**src/rtl/mcycle_pkg.sv**
```systemverilog
// mcycle_pkg: S-state encodings and cycle-count width helper
// shared by the machine-cycle sequencer and its bench.
package mcycle_pkg;

  typedef enum logic [2:0] {
    S1 = 3'b001,
    S2 = 3'b011,
    S3 = 3'b010,
    S4 = 3'b000,
    S5 = 3'b100,
    S6 = 3'b101
  } state_t;

  function automatic int cw_of(input int n);
    return (n > 1) ? $clog2(n) : 1;
  endfunction

endpackage

```
**src/rtl/mcycle_prescaler.sv**
```systemverilog
// mcycle_prescaler: divides clk into phase ticks.
// Ports: clk, reset (sync, high) in; tick out (last clk of a phase).
module mcycle_prescaler #(
  parameter int CLK_PER_PHASE = 1
) (
  input  logic clk,
  input  logic reset,
  output logic tick
);

  localparam int PW =
    (CLK_PER_PHASE > 1) ? $clog2(CLK_PER_PHASE) : 1;
  localparam logic [PW-1:0] LAST = PW'(CLK_PER_PHASE - 1);

  logic [PW-1:0] pre;

  always_ff @(posedge clk) begin
    if (reset) begin
      pre <= '0;
    end else if (tick) begin
      pre <= '0;
    end else begin
      pre <= pre + 1'b1;
    end
  end

  assign tick = (pre == LAST);

endmodule

```
**src/rtl/mcycle_seq.sv**
```systemverilog
// mcycle_seq: S1..S6 / P1-P2 machine-cycle sequencer with ALE/PSEN.
// In: clk, reset (sync, high), decode_valid, cycles_decoded, movx,
//   ready. Out: phase, state, cyc_left, first_cyc, state_tick,
//   instr_start, ale, psen (low), stalled, wait_timeout.
// Wait states on S3/S6 exist only with MCYCLE_WAIT_STATE_EN.
module mcycle_seq
  import mcycle_pkg::*;
#(
  parameter int CLK_PER_PHASE = 1,
  parameter int MAX_CYCLES    = 4,
  parameter int WAIT_MAX      = 15
) (
  input  logic                          clk,
  input  logic                          reset,
  input  logic                          decode_valid,
  input  logic [cw_of(MAX_CYCLES)-1:0]  cycles_decoded,
  input  logic                          movx,
  input  logic                          ready,
  output logic                          phase,
  output logic [2:0]                    state,
  output logic [cw_of(MAX_CYCLES)-1:0]  cyc_left,
  output logic                          first_cyc,
  output logic                          state_tick,
  output logic                          instr_start,
  output logic                          ale,
  output logic                          psen,
  output logic                          stalled,
  output logic                          wait_timeout
);

  localparam int CW = cw_of(MAX_CYCLES);
  localparam logic [CW-1:0] LAST_CYC = CW'(MAX_CYCLES - 1);

  logic          tick;
  state_t        st;
  state_t        st_n;
  logic          ph_n;
  logic          first_n;
  logic [CW-1:0] left_n;
  logic          adv;
  logic          ale_n;
  logic          psen_n;
  logic          strobe1;
  logic          strobe2;

  mcycle_prescaler #(
    .CLK_PER_PHASE(CLK_PER_PHASE)
  ) u_pre (
    .clk  (clk),
    .reset(reset),
    .tick (tick)
  );

`ifdef MCYCLE_WAIT_STATE_EN
  localparam int WW =
    (WAIT_MAX > 0) ? $clog2(WAIT_MAX + 1) : 1;
  localparam logic [WW-1:0] WLIM = WW'(WAIT_MAX);

  logic [WW-1:0] wcnt;
  logic          hold;
  logic          timeout;
`endif

  always_comb begin
    st_n    = st;
    ph_n    = phase;
    first_n = first_cyc;
    left_n  = cyc_left;
    adv     = tick & phase;
`ifdef MCYCLE_WAIT_STATE_EN
    hold    = 1'b0;
    timeout = 1'b0;
    if (adv && (st == S3 || st == S6) && !ready) begin
      if (wcnt < WLIM) begin
        adv  = 1'b0;
        hold = 1'b1;
      end else begin
        timeout = 1'b1;
      end
    end
`endif
    if (tick) begin
      ph_n = ~phase;
    end
    if (tick && phase && st == S1 && first_cyc) begin
      if (!decode_valid) begin
        left_n = '0;
      end else if (cycles_decoded > LAST_CYC) begin
        left_n = LAST_CYC;
      end else begin
        left_n = cycles_decoded;
      end
    end
    if (adv) begin
      unique case (st)
        S1:      st_n = S2;
        S2:      st_n = S3;
        S3:      st_n = S4;
        S4:      st_n = S5;
        S5:      st_n = S6;
        S6:      st_n = S1;
        default: st_n = S1;
      endcase
      if (st == S6) begin
        if (cyc_left == '0) begin
          first_n = 1'b1;
        end else begin
          left_n  = cyc_left - 1'b1;
          first_n = 1'b0;
        end
      end
    end
    // Strobes are computed from the next state so the
    // registered outputs line up with state, no extra clk.
    ale_n = (st_n == S4) ||
            (st_n == S1 &&
             !(movx && !first_n && left_n == '0));
    strobe1 = ((st_n == S2 && ph_n) || st_n == S3) &&
              !(movx && !first_n);
    strobe2 = ((st_n == S5 && ph_n) || st_n == S6) &&
              !(movx && first_n && left_n != '0);
    psen_n = ~(strobe1 | strobe2);
  end

  always_ff @(posedge clk) begin
    if (reset) begin
      st          <= S6;
      phase       <= 1'b0;
      cyc_left    <= '0;
      first_cyc   <= 1'b0;
      state_tick  <= 1'b0;
      instr_start <= 1'b0;
      ale         <= 1'b0;
      psen        <= 1'b1;
    end else begin
      st          <= st_n;
      phase       <= ph_n;
      cyc_left    <= left_n;
      first_cyc   <= first_n;
      state_tick  <= adv;
      instr_start <= adv && st_n == S1 && first_n;
      ale         <= ale_n;
      psen        <= psen_n;
    end
  end

  assign state = st;

`ifdef MCYCLE_WAIT_STATE_EN
  always_ff @(posedge clk) begin
    if (reset) begin
      wcnt         <= '0;
      stalled      <= 1'b0;
      wait_timeout <= 1'b0;
    end else begin
      wait_timeout <= timeout;
      if (hold) begin
        wcnt    <= wcnt + 1'b1;
        stalled <= 1'b1;
      end else if (adv) begin
        wcnt    <= '0;
        stalled <= 1'b0;
      end
    end
  end
`else
  logic unused_cfg;
  assign unused_cfg   = ready ^ WAIT_MAX[0];
  assign stalled      = 1'b0;
  assign wait_timeout = 1'b0;
`endif

endmodule

```
**config.mk**
```make
export PLATFORM = sky130hd
export DESIGN_NAME = mcycle_seq
export DESIGN_NICKNAME = d
export VERILOG_FILES = /design/src/rtl/mcycle_pkg.sv /design/src/rtl/mcycle_prescaler.sv /design/src/rtl/mcycle_seq.sv
export SDC_FILE = /design/constraint.sdc
export NUM_CORES = 1
export LEC_CHECK = 0
export ABC_AREA = 1
export ABC_CLOCK_PERIOD_IN_PS = 4000
export CAP_MARGIN = 30
export CORE_MARGIN = 2
export CORE_UTILIZATION = 46
export DETAILED_ROUTE_END_ITERATION = 8
export GPL_TIMING_DRIVEN = 0
export PLACE_DENSITY = 0.88
export SLEW_MARGIN = 0
export SYNTH_ARGS = -nofsm -noshare
export SYNTH_HDL_FRONTEND = slang
export SYNTH_HIERARCHICAL = 1
export SYNTH_SLANG_ARGS = --single-unit
```
**constraint.sdc**
```tcl
create_clock -name clk -period 4 [get_ports clk]
set_input_delay 0.6 -clock clk [delete_from_list [all_inputs] [get_ports clk]]
set_output_delay 0.6 -clock clk [all_outputs]
set_load 0.01 [all_outputs]
```
After elaboration in Yosys (flattened, before gate mapping)
Index checks and enable logic that the tools add are counted.
{"block": "op_classes", "n_addsub": 2, "n_lt_le_gt_ge": 1, "n_eq_ne": 10, "muxes": 12, "bitwise_logic": 5, "n_reduce_logical": 27}
{"op": "$pmux W3 S5", "count": 1}
{"op": "$logic_and A1 B1 Y1", "count": 14}
{"op": "$eq A3 B2 Y1 const B", "count": 4}
{"op": "$eq A3 B3 Y1 const B", "count": 4}
{"op": "$mux W2", "count": 6}
{"op": "$eq A3 B1 Y1 const B", "count": 2}
{"op": "$logic_not A3 Y1", "count": 2}
{"op": "$logic_not A1 Y1", "count": 4}
{"op": "$logic_not A2 Y1", "count": 2}
{"op": "$mux W1", "count": 4}
{"op": "$logic_or A1 B1 Y1", "count": 3}
{"op": "$mux W3", "count": 1}
{"op": "$not A1 Y1", "count": 3}
{"op": "$gt A2 B2 Y1 const B", "count": 1}
{"op": "$reduce_bool A2 Y1", "count": 1}
{"op": "$reduce_or A2 Y1", "count": 1}
{"op": "$sub A2 B1 Y2 const B", "count": 1}
{"op": "$add A1 B1 Y1 const B", "count": 1}
{"op": "$and A1 B1 Y1", "count": 1}
{"op": "$or A1 B1 Y1", "count": 1}
{"block": "totals", "register_bits": 12, "input_bits": 7, "out_inout_bits": 13}

Logic depth before layout (Yosys ltp)
Gate-level depths: netlist of the first run.
{"block": "depth", "depth_word": 14, "depth_mapped": 13, "ltp_nobuf": 13}

By module
Netlist of the first run, hierarchy kept.
{"module": "mcycle_seq", "instances": 1, "cells_each": 82, "area_each_um2": 580.6}
{"module": "mcycle_prescaler", "instances": 1, "cells_each": 3, "area_each_um2": 27.5}

Worst setup path before layout of the first run
No wires, ideal clock.
{"block": "synth_timing", "path_kind": "register -> register", "startpoint": "reg phase", "endpoint": "reg psen", "setup_time_ns": 0.112, "arrival_ns": 1.284, "path_slack_ns": 2.603, "path_stages_with_launch": 13, "n_path_buf": 0, "synth_period_minus_slack_ns": 1.397, "cell_sequence": "dfxtp_1 > ha_1 > nand2_1 > nor2_4 > nand2_1 > nand2_1 > nand3_1 > nand2_1 > nand2_1 > nand2_1 > nand2_1 > nand2_1 > nand2_1"}
{"block": "synth_between", "elab_cells_between_ends": 31, "classes_between": "eq/ne (4); mux (7); bitwise (4); reduce/logical (16)"}
{"element": "from (decl)", "line": "mcycle_seq.sv:19", "source": "output logic phase,"}
{"element": "from (signal assigned)", "line": "mcycle_seq.sv:137", "source": "phase <= ph_n;"}
{"element": "$and A1 B1 Y1 *", "line": "mcycle_seq.sv:69", "source": "adv = tick & phase;"}
{"element": "net adv", "line": "mcycle_seq.sv:40", "source": "logic adv;"}
{"element": "$mux W3 (tied with other cells)", "line": "mcycle_seq.sv:94", "source": "if (adv) begin"}
{"element": "$eq A3 B2 Y1 (tied with other cells)", "line": "mcycle_seq.sv:118", "source": "strobe1 = ((st_n == S2 && ph_n) || st_n == S3) &&"}
{"element": "$logic_and A1 B1 Y1 (on tied branches)"}
{"element": "$logic_or A1 B1 Y1 (tied with other cells)", "line": "mcycle_seq.sv:118"}
{"element": "$logic_and A1 B1 Y1 (on tied branches)", "line": "mcycle_seq.sv:118, mcycle_seq.sv:120"}
{"element": "$or A1 B1 Y1 *", "line": "mcycle_seq.sv:122", "source": "psen_n = ~(strobe1 | strobe2);"}
{"element": "$not A1 Y1 *", "line": "mcycle_seq.sv:122"}
{"element": "to (signal assigned)", "line": "mcycle_seq.sv:143", "source": "psen <= psen_n;"}
{"element": "to (decl)", "line": "mcycle_seq.sv:26", "source": "output logic psen,"}
The timed path passes the listed nets; every way through them passes the cells marked *.
A chain may end at the register's enable or synchronous reset.

Final worst setup path of the first run
{"block": "layout_timing", "startpoint": "reg st[1], in the netlist state[1]", "endpoint": "out state[1]"}
{"element": "from (decl)", "line": "mcycle_seq.sv:35", "source": "state_t st;"}
{"element": "from (signal assigned)", "line": "mcycle_seq.sv:136", "source": "st <= st_n;"}
{"element": "to (decl)", "line": "mcycle_seq.sv:20", "source": "output logic [2:0] state,"}
No word-level cell between the ends.

==> out/qor.txt, run 1 <==
core region area -> 1270 sq um
Max Freq -> 518 MHz
routability cong. -> 0.786
RSZ-0062 raised after global routing -> false
final worst-path cycle share -> 48.3%
Iteration-0 DRC Markers -> 7
CTS tree -> built
vias in the first global route -> 428
Worst-path clk slew -> 70 ps
Post-Route Skew -> 6.49 ps
Synth cell types -> 23
Avg Synthesized Cell Area -> 7.15 sq um
worst hold path type -> reg -> reg
DRT Pass-1 Iters -> 3
Area Growth Syn to Fin -> 34.4%
vias per cell -> 4.59
startpoint types -> flop
layout cell share with drive strength beyond 1 -> 16.2%
initial antenna violation count -> 0
Skew-Pair Late Insertion Delay -> 270 ps
Post-DP HPWL -> 896 um
worst hold slack -> 611 ps
Routed WL -> 1.11 mm
Port Buffers -> 15
H-tree depth -> 1
run status -> complete, no violations
worst stage delay on the critical path -> 590 ps
leading area contributor after synthesis -> dfxtp_1
die area -> 1630 sq um
Slew Limit Fails -> 0
Warnings, synthesis -> 6
Max VDD drop -> 213 uV
pwr dens -> 346 nW/um^2
final hold viol count -> 0
WS Path Type -> reg -> out
synth top area cells -> dfxtp_1, nand2_1, inv_1
number of buffers created by CTS -> 3
share of the synthesized area in the top cell type -> 39.5%
wire length per cell -> 9.22 um
slowest cell on the critical path -> clkdlybuf4s50_1
GR Overflow Total -> 0
Sink Count -> 12
register area share after synthesis -> 39.5%
cells after synthesis -> 85
Antenna Cells -> 0
crit-path max FO -> 6
number of remaining DRC errors -> 0
# rows -> 13
root buf cell -> clkbuf_4
Layout Nets -> 114
largest net degree at the start of global routing -> 9
global-route wire length before repair -> 1.73 mm
Max clock buf depth -> 2
Max-cap violations -> 0
Total Power -> 0.283 mW
worst-path cell chain -> clkdlybuf4s50_1
Die H -> 40.4 um
GRT Total Usage -> 16.7%
cell family with most CP delay -> buffers and inverters
CP Data Required Time -> 3400 ps
Crit. End Element -> output port
Arr. time, crit path -> 1330 ps
synthesized flop and latch total -> 12
setup bufs post-CTS -> 0
Lkg Pwr -> 0.402 nW
routed vias -> 551
total I/O pin count -> 20
Die Span X -> 40.4 um
CP Buf/Inv Count -> 1
post-layout util -> 64.4%
setup TNS -> 0 ps
post-layout min period -> 1930 ps
fillers -> 113
Routed Antenna Nets -> 0
post_cts resized -> 0
initial core utilization -> 47.9%
CTS Hold Bufs -> 0
endpoints failing setup -> 0
Post-Syn Area -> 608 sq um
## path summary, 6_finish.rpt
| check | to | cells after the start | startpoint | slack, ps |
|---|---|---|---|---|
| setup / recovery | state[1] | 1 | state[1] | 2070 |
| hold / removal | cyc_left[0] | 3 | cyc_left[0] | 610 |
| hold reg to reg | cyc_left[0] | 3 | cyc_left[0] | 610 |
| setup reg to reg | psen | 10 | u_pre/pre | 2470 |
## final cells by class
type,instances,area [sq um],area share (%)
Timing Repair Buffer,15,150,18.4
Sequential cell,12,240,29.4
Buffer,3,18.8,2.30
Tap cell,15,18.8,2.30
Clock buffer,4,36.3,4.44
Multi-Input combinational cell,57,299,36.6
Inverter,14,53.8,6.58
## registers in the layout, summed over array words and instances (netlist names)
signal / flops
instr_start: 1
psen: 1
ale: 1
u_pre/pre: 1
cyc_left: 2
phase: 1
first_cyc: 1
state_tick: 1
state: 3
## layer usage
layer | track usage (%) | part of all wire (%) | up-vias
met2 | 25.8 | 48 | 12
met1 | 20.1 | 47 | 245
li1 | - | - | 292
met3 | 6.67 | 4.5 | 2
met5 | 0 | 0 | -
met4 | 7.50 | 1.1 | 0
## where the power goes
group / leakage [nW] / internal (mW) / switching, mW / total (mW)
clock: 0.0210 / 0.0553 / 0.0408 / 0.0961
combinational: 0.283 / 0.0266 / 0.0296 / 0.0561
sequential: 0.0983 / 0.126 / 0.00452 / 0.130
total: 0.402 / 0.208 / 0.0749 / 0.283
## cells in the final DEF, fill, tap and decap left out
master / n
nor4_1: 1
dfxtp_1: 12
o21ai_0: 2
ha_1: 1
buf_4: 2
inv_2: 1
o211ai_1: 1
nor2_4: 2
a21oi_1: 2
or2_2: 1
o21ai_4: 1
nand3_1: 6
inv_1: 12
nor2_2: 1
clkbuf_1: 1
nand2_4: 1
clkdlybuf4s50_1: 15
nand3b_1: 1
nand2_2: 2
o31ai_2: 1
clkbuf_4: 3
conb_1: 3
nor2_1: 10
clkinv_2: 1
nand2_1: 21
clkbuf_8: 1
## logic make-up after synthesis
group,count (synthesis),synth area share [%]
other,2,1.24
AOI/OAI and AO/OA,7,9.26
buffers and inverters,17,11.9
DFF,12,39.5
and+or+nand+nor,46,36.0
adders and majority gates,1,2.06
## per-stage QoR
| stage | std cells | instance area [sq um] | setup WS (ps) |
|---|---|---|---|
| 2_1_floorplan | 86 | 612 | 2600 |
| 3_3_place_gp | 116 | 781 | 2250 |
| 3_5_place_dp | 116 | 781 | 2250 |
| 4_1_cts | 120 | 817 | 2060 |
| 5_1_grt | 120 | 817 | 2020 |
| 6_report | 120 | 817 | 2070 |
## tightest hold or removal path, delay by kind of cell, from the launching register on
kind          cells  cell delay [ps]
flops             1              340
simple gates      3              230
## Yosys cell counts
library cell,instances
nor2_1,10
nand2_4,1
clkinv_2,1
inv_2,1
buf_4,2
inv_1,12
o31ai_2,1
nor2_2,1
o21ai_4,1
a21oi_1,2
o21ai_0,2
clkbuf_1,1
nand2_1,21
dfxtp_1,12
nor2_4,2
or2_2,1
nand2_2,2
nand3b_1,1
nand3_1,6
ha_1,1
o211ai_1,1
conb_1,2
nor4_1,1
(Power assumes the default switching activity.)
==> inputs of run 2 (changes only) <==
- ABC_CLOCK_PERIOD_IN_PS: 4000 -> 1600
- CORE_UTILIZATION: 46 -> 39
- PLACE_DENSITY: 0.88 -> 0.8
- clock period: 4 -> 1.6 ns (I/O delays scaled with it)
==> out/qor.txt, run 2 (same netlist as run 1, synthesis figures left out) <==
most common cell after layout, fill and taps aside -> nand2_1 (unchanged)
die area -> 1890 sq um (was 1630 sq um)
Die Span X -> 43.5 um (was 40.4 um)
number of buffers created by CTS -> 3 (unchanged)
CTS tree -> built (unchanged)
slowest cell on the critical path -> clkdlybuf4s50_1 (unchanged)
Total Power -> 0.711 mW (was 0.283 mW)
post-layout util -> 56.2% (was 64.4%)
# rows -> 14 (was 13)
Worst-path clk slew -> 80 ps (was 70 ps)
global-route wire length before repair -> 1.97 mm (was 1.73 mm)
Max clock buf depth -> 2 (unchanged)
Sw Share -> 26.4% (was 26.5%)
final worst-path cycle share -> 95.9%
WS Path Type -> reg -> out (unchanged)
run status -> complete, no violations (unchanged)
setup TNS -> 0 ps (unchanged)
final hold viol count -> 0 (unchanged)
Skew-Pair Late Insertion Delay -> 270 ps (about the same)
wire length per cell -> 9.23 um (was 9.22 um)
Max-cap violations -> 0 (unchanged)
worst hold path type -> in -> reg (was reg -> reg)
initial core utilization -> 40.8% (was 47.9%)
endpoints failing setup -> 0 (unchanged)
Layout Nets -> 114 (unchanged)
part of the power in registers -> 45.9% (was 46.1%)
R2R Path End -> psen (unchanged)
RSZ-0062 raised after global routing -> false (unchanged)
initial antenna violation count -> 0 (unchanged)
Post-Route Skew -> 0.284 ps (was 6.49 ps)
startpoint types -> flop (unchanged)
vias per cell -> 4.51 (was 4.59)
CP Buf/Inv Count -> 1 (unchanged)
layout cell share with drive strength beyond 1 -> 20.0% (was 16.2%)
pwr dens -> 849 nW/um^2 (was 346 nW/um^2)
Largest register FFs -> 3 (unchanged)
core region area -> 1490 sq um (was 1270 sq um)
crit-path max FO -> 5 (was 6)
worst stage delay on the critical path -> 580 ps (was 590 ps)
dpl cells -> 117 (was 116)
H-tree depth -> 1 (unchanged)
Port Buffers -> 15 (unchanged)
most frequent cells in the layout -> nand2_1, clkdlybuf4s50_1, inv_1 (was nand2_1, clkdlybuf4s50_1, inv_1, dfxtp_1, nor2_1)
Iteration-0 DRC Markers -> 15 (was 7)
min-delay src -> reset (was cyc_left[0])
final non-filler cell total -> 121 (was 120)
r2r worst-path depth -> 13 (was 10)
CP Data Required Time -> 1360 ps (was 3400 ps)
routed vias -> 546 (was 551)
hold path depth -> 2 (was 3)
Clk pwr share -> 33.6% (was 34.0%)
fillers -> 133 (was 113)
vias in the first global route -> 506 (was 428)
Lkg Pwr -> 0.403 nW (was 0.402 nW)
Routed WL -> 1.12 mm (was 1.11 mm)
routability cong. -> 0.823 (was 0.786)
P_int -> 0.524 mW (was 0.208 mW)
Max Freq -> 652 MHz
Crit. End Element -> output port (unchanged)
Hold EP -> cyc_left[0] (unchanged)
post-layout min period -> 1530 ps
largest net degree at the start of global routing -> 9 (unchanged)
Arr. time, crit path -> 1290 ps (was 1330 ps)
Antenna Cells -> 0 (unchanged)
Sink Count -> 12 (unchanged)
cell family with most CP delay -> buffers and inverters (unchanged)
root buf cell -> clkbuf_4 (unchanged)
GRT Total Usage -> 13.8% (was 16.7%)
worst hold slack -> 302 ps (was 611 ps)
Max VDD drop -> 377 uV (was 213 uV)
total I/O pin count -> 20 (unchanged)
reg-to-reg slack, setup -> 150 ps (was 2470 ps)
setup bufs post-CTS -> 0 (unchanged)
Area Growth Syn to Fin -> 37.7% (was 34.4%)
Psw -> 0.187 mW (was 0.0749 mW)
DRT Pass-1 Iters -> 4 (was 3)
path length in cells of the critical path -> 1 (unchanged)
Post-DP HPWL -> 896 um (about the same)
Slew Limit Fails -> 0 (unchanged)
worst-path cell chain -> clkdlybuf4s50_1 (unchanged)
worst r2r src -> u_pre/pre (unchanged)
number of remaining DRC errors -> 0 (unchanged)
GR Overflow Total -> 0 (unchanged)
Die H -> 43.5 um (was 40.4 um)
Comb pwr share -> 20.4% (was 19.9%)
Routed Antenna Nets -> 0 (unchanged)
run 2: cell counts in the layout (fill, tap and decap cells not counted):
Identical to the previous run, type by type.
run 2: metal layers:
layer	wire, um	share of wire (%)	GRT usage, %
met5	0	0	0
met4	14	1.3	7.27
met1	515	46	17.1
met2	541	48	22.7
met3	45	4.0	2.50
run 2: worst reg2reg max path: cells and delay by family, from the launching register on:
family | cells | cell delay (ps)
buffers and inverters | 1 | 90
and+or+nand+nor | 11 | 800
DFF | 1 | 300
adders and majority gates | 1 | 160
run 2: repair_timing:
action	in CTS	in global routing
setup endpoints to repair	0	3
hold buffers	0	0
resized for setup	0	5
run 2: final cells by class:
class,instances,area [sq um],area share [%]
multi-input combinational,57,317,37.8
buffer,3,18.8,2.24
sequential,12,241,28.8
tap,16,20.0,2.39
clock buffer,4,36.3,4.33
timing repair buffer,15,150,17.9
inverter,14,53.8,6.43
run 2: through the flow:
| stage | area [sq um] | setup WS (ps) |
|---|---|---|
| floorplan | 612 | 203 |
| global placement | 782 | 119 |
| detailed placement | 782 | 99.6 |
| CTS | 818 | 12.0 |
| global route | 837 | 4.95 |
| finish | 837 | 65.4 |
run 2: power by group through the flow:
| stage | Sequential, mW | Combinational, mW | Clock, mW |
|---|---|---|---|
| after floorplan | 0.340 | 0.0795 | 0 |
| after global placement | 0.332 | 0.137 | 0 |
| after detailed placement | 0.333 | 0.140 | 0 |
| after CTS | 0.326 | 0.141 | 0.242 |
| after global routing | 0.329 | 0.163 | 0.255 |
| final | 0.327 | 0.145 | 0.239 |
run 2: worst max path at each step:
stage              start        to  slack, ps
3_5_place_dp       phase      psen        100
2_1_floorplan      phase      psen        200
5_1_grt        u_pre/pre      psen          5
6_report        state[2]  state[2]         70
3_3_place_gp   u_pre/pre      psen        120
4_1_cts         state[1]  state[1]         10
